$ cat src/rtl/lab3_selftest.sv
// Built-in self-test driver/checker for the lab 3 gate network (x = ~c ^ (a | b), y = a & b).
// Sweeps all eight {a,b,c} vectors, holds each for a settle time, and tallies mismatches.
module lab3_selftest #(
  parameter int SETTLE_CYCLES = 2
) (
  input  logic       clk,
  input  logic       rst_n,
  input  logic       start,
  output logic       dut_a,
  output logic       dut_b,
  output logic       dut_c,
  input  logic       dut_x,
  input  logic       dut_y,
  output logic       busy,
  output logic       done,
  output logic       pass,
  output logic [3:0] err_count,
  output logic [2:0] first_fail_vec,
  output logic       first_fail_valid
);

  typedef enum logic [1:0] {
    IDLE,
    SETTLE,
    CHECK
  } state_t;

  state_t     state;
  state_t     state_next;
  logic [2:0] vec;
  logic [3:0] settle_cnt;
  logic       settle_last;
  logic       start_run;
  logic       do_check;
  logic       x_exp;
  logic       y_exp;
  logic       mismatch;
  logic [3:0] err_next;

  assign settle_last = (settle_cnt == 4'(SETTLE_CYCLES - 1));

  always_ff @(posedge clk) begin
    if (!rst_n) state <= IDLE;
    else        state <= state_next;
  end

  always_comb begin
    state_next = state;
    case (state)
      IDLE:    if (start) state_next = SETTLE;
      SETTLE:  if (settle_last) state_next = CHECK;
      CHECK:   state_next = (vec == 3'd7) ? IDLE : SETTLE;
      default: state_next = IDLE;
    endcase
  end

  always_comb begin
    start_run = (state == IDLE) && start;
    do_check  = (state == CHECK);
    busy      = (state != IDLE);
  end

  // Golden response for the vector currently on the pins.
  assign x_exp    = ~vec[0] ^ (vec[2] | vec[1]);
  assign y_exp    = vec[2] & vec[1];
  assign mismatch = (dut_x != x_exp) || (dut_y != y_exp);
  assign err_next = err_count + {3'b000, mismatch};

  always_ff @(posedge clk) begin
    if (!rst_n) begin
      vec              <= 3'd0;
      settle_cnt       <= 4'd0;
      err_count        <= 4'd0;
      first_fail_vec   <= 3'd0;
      first_fail_valid <= 1'b0;
      done             <= 1'b0;
      pass             <= 1'b0;
    end else begin
      if (start_run) begin
        vec              <= 3'd0;
        settle_cnt       <= 4'd0;
        err_count        <= 4'd0;
        first_fail_vec   <= 3'd0;
        first_fail_valid <= 1'b0;
        done             <= 1'b0;
        pass             <= 1'b0;
      end
      if (state == SETTLE) begin
        settle_cnt <= settle_last ? 4'd0 : settle_cnt + 4'd1;
      end
      if (do_check) begin
        err_count <= err_next;
        if (mismatch && !first_fail_valid) begin
          first_fail_vec   <= vec;
          first_fail_valid <= 1'b1;
        end
        // Pass must reflect this last compare, so it uses the updated count.
        if (vec == 3'd7) begin
          done <= 1'b1;
          pass <= (err_next == 4'd0);
          vec  <= 3'd0;
        end else begin
          vec <= vec + 3'd1;
        end
      end
    end
  end

  assign dut_a = vec[2];
  assign dut_b = vec[1];
  assign dut_c = vec[0];

endmodule

$ cat config.mk
export PLATFORM = sky130hd
export DESIGN_NAME = lab3_selftest
export DESIGN_NICKNAME = d
export VERILOG_FILES = /design/src/rtl/lab3_selftest.sv
export SDC_FILE = /design/constraint.sdc
export NUM_CORES = 1
export LEC_CHECK = 0
export CAP_MARGIN = 20
export CORE_ASPECT_RATIO = 1.4
export CORE_MARGIN = 2
export CORE_UTILIZATION = 45
export CTS_BUF_LIST = sky130_fd_sc_hd__clkbuf_8
export CTS_CLUSTER_DIAMETER = 50
export DETAILED_ROUTE_END_ITERATION = 10
export PLACE_DENSITY = 0.71
export SLEW_MARGIN = 10
export SYNTH_ARGS = -nofsm -noshare
export SYNTH_HDL_FRONTEND = slang
export SYNTH_SLANG_ARGS = --single-unit
$ cat constraint.sdc
create_clock -name clk -period 2 [get_ports clk]
set_input_delay 0.3 -clock clk [delete_from_list [all_inputs] [get_ports clk]]
set_output_delay 0.3 -clock clk [all_outputs]
set_load 0.1 [all_outputs]
==> impl_metrics.toml <==
[status]
status = "finished, final reports clean"

[detailed_routing]
wl_met3_um = 77
top_layer_used = "met4"
drc = 0
wl_met1_um = 780
wl_per_cell_um = 13.3
drt_iter0_drc = 12
routed_wl_um = 1980
postRouteAntennaNets = 0
drt_first_pass_iters = 3
viasPerCell = 5.56
wl_met2_um = 1080
num_vias = 828

[die]
die_x_um = 42.7
num_rows = 19
ios = 19
die_h_um = 58.2
initial_core_util_pct = 47.8
die_area_um2 = 2480
core_area_um2 = 1970

[timing]
period_share_pct = 95.3
worstMarginPinSlew_ns = 0.423
fin_skew_ns = 0.00395
fin_setup_tns_ns = 0
setup-violations-final = 0
drv_slew = 0
hold_violations = 0
fin_crit_ns = 1.91
slew_headroom_pct = 71.7
fmax_mhz = 525
grt_setup_unrepaired = "no"

[synthesis]
synth_top_area_cell = "dfxtp_1"
async_flop_share_pct = 0
netlist_instances = 102
synth-edff-count = 0
yosysSeqAreaShare_pct = 40.3
ys_ff_latch = 19
synth_ff_type = "dfxtp_1"
synth_top_cell_area_share_pct = 40.3
synthDistinctLibCells = 34
yosys-top-cells-area = "dfxtp_1 (40%), ha_1 (8.0%), nor2b_1 (4.6%)"
yosysWarnings = 0
ys_top_cells_by_count = "dfxtp_1 (19), nor2_1 (8), nand2_1 (7), nor2b_1 (7), ha_1 (6)"
syn_avg_cell_area_um2 = 9.25
synth.most_common_cell = "dfxtp_1"
synth.cell_area_um2 = 943
synth_nets = 113

[cts]
clock_latency_ns = 0.26
clockBufferDepth = 2
hold_buffers = 0
cts_inserted_buffers = 3
root_buffer = "clkbuf_8"
cts_tree = "yes"
htreeDepth = 1
cts.sinks = 19
cts.clk_slew.worst_paths_ns = 0.07

[setup_path]
startpoint_type = "flip-flop"
r2r-start = "vec[0]"
rr_endpoint = "err_count[2]"
ff2ff_path_depth = 8
startpoint = "vec[0]"
arrival_ns = 2.06
path_class = "flip-flop to flip-flop"
crit_required_ns = 2.15
endpoint_kind = "flip-flop"
crit_fanout = 4
critPathCapture = "err_count[2]"
r2r_slack_ns = 0.09

[layout]
final_util_pct = 63.2
multi_input_comb_area_um2 = 559
areaGrowthSynthToFinish_pct = 32.1
layout.cells.non_filler = 149
ff_latch_area_um2 = 393
fillers = 190
finalInstanceArea_um2 = 1250
diodes = 0
drive_gt1_share_pct = 27.3
layout.nets = 140

[pwr]
power.total_mw = 0.756
powerDensity_nw_per_um2 = 606
leakage_nw = 0.540
peakVddDrop_mv = 0.371

[grt]
antenna_found_initial = 0
grt_remaining_overflow = 0
grt_max_degree = 24
grt_usage_pct = 18.0
grt_pass1_wl_um = 3330
grt_pass1_vias = 806

[place]
port_buffers = 18
place.gp.congestion = 0.732
placed_cells = 144
placed_area_um2 = 1180
dp.final_hpwl_um = 1480

[hold_path]
hp-class = "flip-flop to flip-flop"

[flow_run]
cap_violations = 0
## area by class of cell
cell class              instances  share of cell area, %
clock buffers                   3                   3.31
well taps                      21                   2.11
multi-input cells              77                   44.9
flip-flops and latches         19                   31.5
repair buffers                 25                   17.0
inverters                       3                  0.904
clock inverters                 1                  0.301
## where the power goes
group | internal (mW) | total (mW) | switching, mW | leakage [nW]
registers | 0.380 | 0.388 | 0.00747 | 0.156
logic | 0.0428 | 0.106 | 0.0628 | 0.356
clock network | 0.137 | 0.262 | 0.126 | 0.0269
## layer usage
layer / GRT usage [%] / up-vias
met4: 12.5 / 0
met5: 0 / -
met2: 33.3 / 15
li1: - / 416
met3: 3.12 / 5
met1: 17.4 / 392
## cell usage in the layout (no fill, tap or decap), drive strengths merged, types with 3 or more instances in the layout
| cell | instances |
|---|---|
| inv | 4 |
| ha | 6 |
| nand2 | 7 |
| mux2i | 4 |
| xnor2 | 3 |
| buf | 21 |
| nand3 | 5 |
| dfxtp | 19 |
| a22oi | 5 |
| nor2 | 8 |
| clkbuf | 3 |
| nor2b | 7 |
| and2 | 4 |
## flip-flops by register name, summed over array words and instances (netlist names)
name              count
done                  1
vec                   3
err_count             4
first_fail_valid      1
state                 2
first_fail_vec        3
settle_cnt            4
pass                  1
## timing repair
item                       in CTS  in global routing
pin swaps                       0                  2
buffers inserted                0                  1
setup endpoints to repair       1                  3
resized for setup               2                  4
## how the worst min path moves through the flow
stage                from  endpoint  slack, ns  cells after the start
global route         done      done       0.50                      2
finish               pass      pass       0.46                      2
detailed placement   done      done       0.46                      2
CTS                  done      done       0.47                      2
global placement     done      done       0.45                      2
floorplan           rst_n      pass       0.45                      2
## critical path, stage by stage, from the launching register on
cell and delay (ns):
dfxtp_4 0.36, xnor2_2 0.15, nor4_2 0.35, a21oi_1 0.08
ha_2 0.20, ha_2 0.18, mux2_2 0.27, a22oi_1 0.13
nor2b_1 0.07
## stage by stage
stage | hold WS [ns] | setup WS [ns]
after global placement | 0.453 | -0.260
after floorplan | 0.453 | 0.0212
after CTS | 0.468 | 0.0650
final | 0.460 | 0.0944
after detailed placement | 0.457 | -0.310
after global routing | 0.500 | 0.00373
## kinds of logic (layout without fill, tap and decap cells)
group           Yosys count  after routing  synth area share [%]
simple gates             43             43                  24.8
mux                       5              5                  5.44
flops                    19             19                  40.3
buf+inv                   6             32                  2.39
fa+ha+maj                 6              6                  7.96
xor+xnor                  4              4                  3.71
compound gates           19             19                  15.4
(Power assumes the default switching activity.)
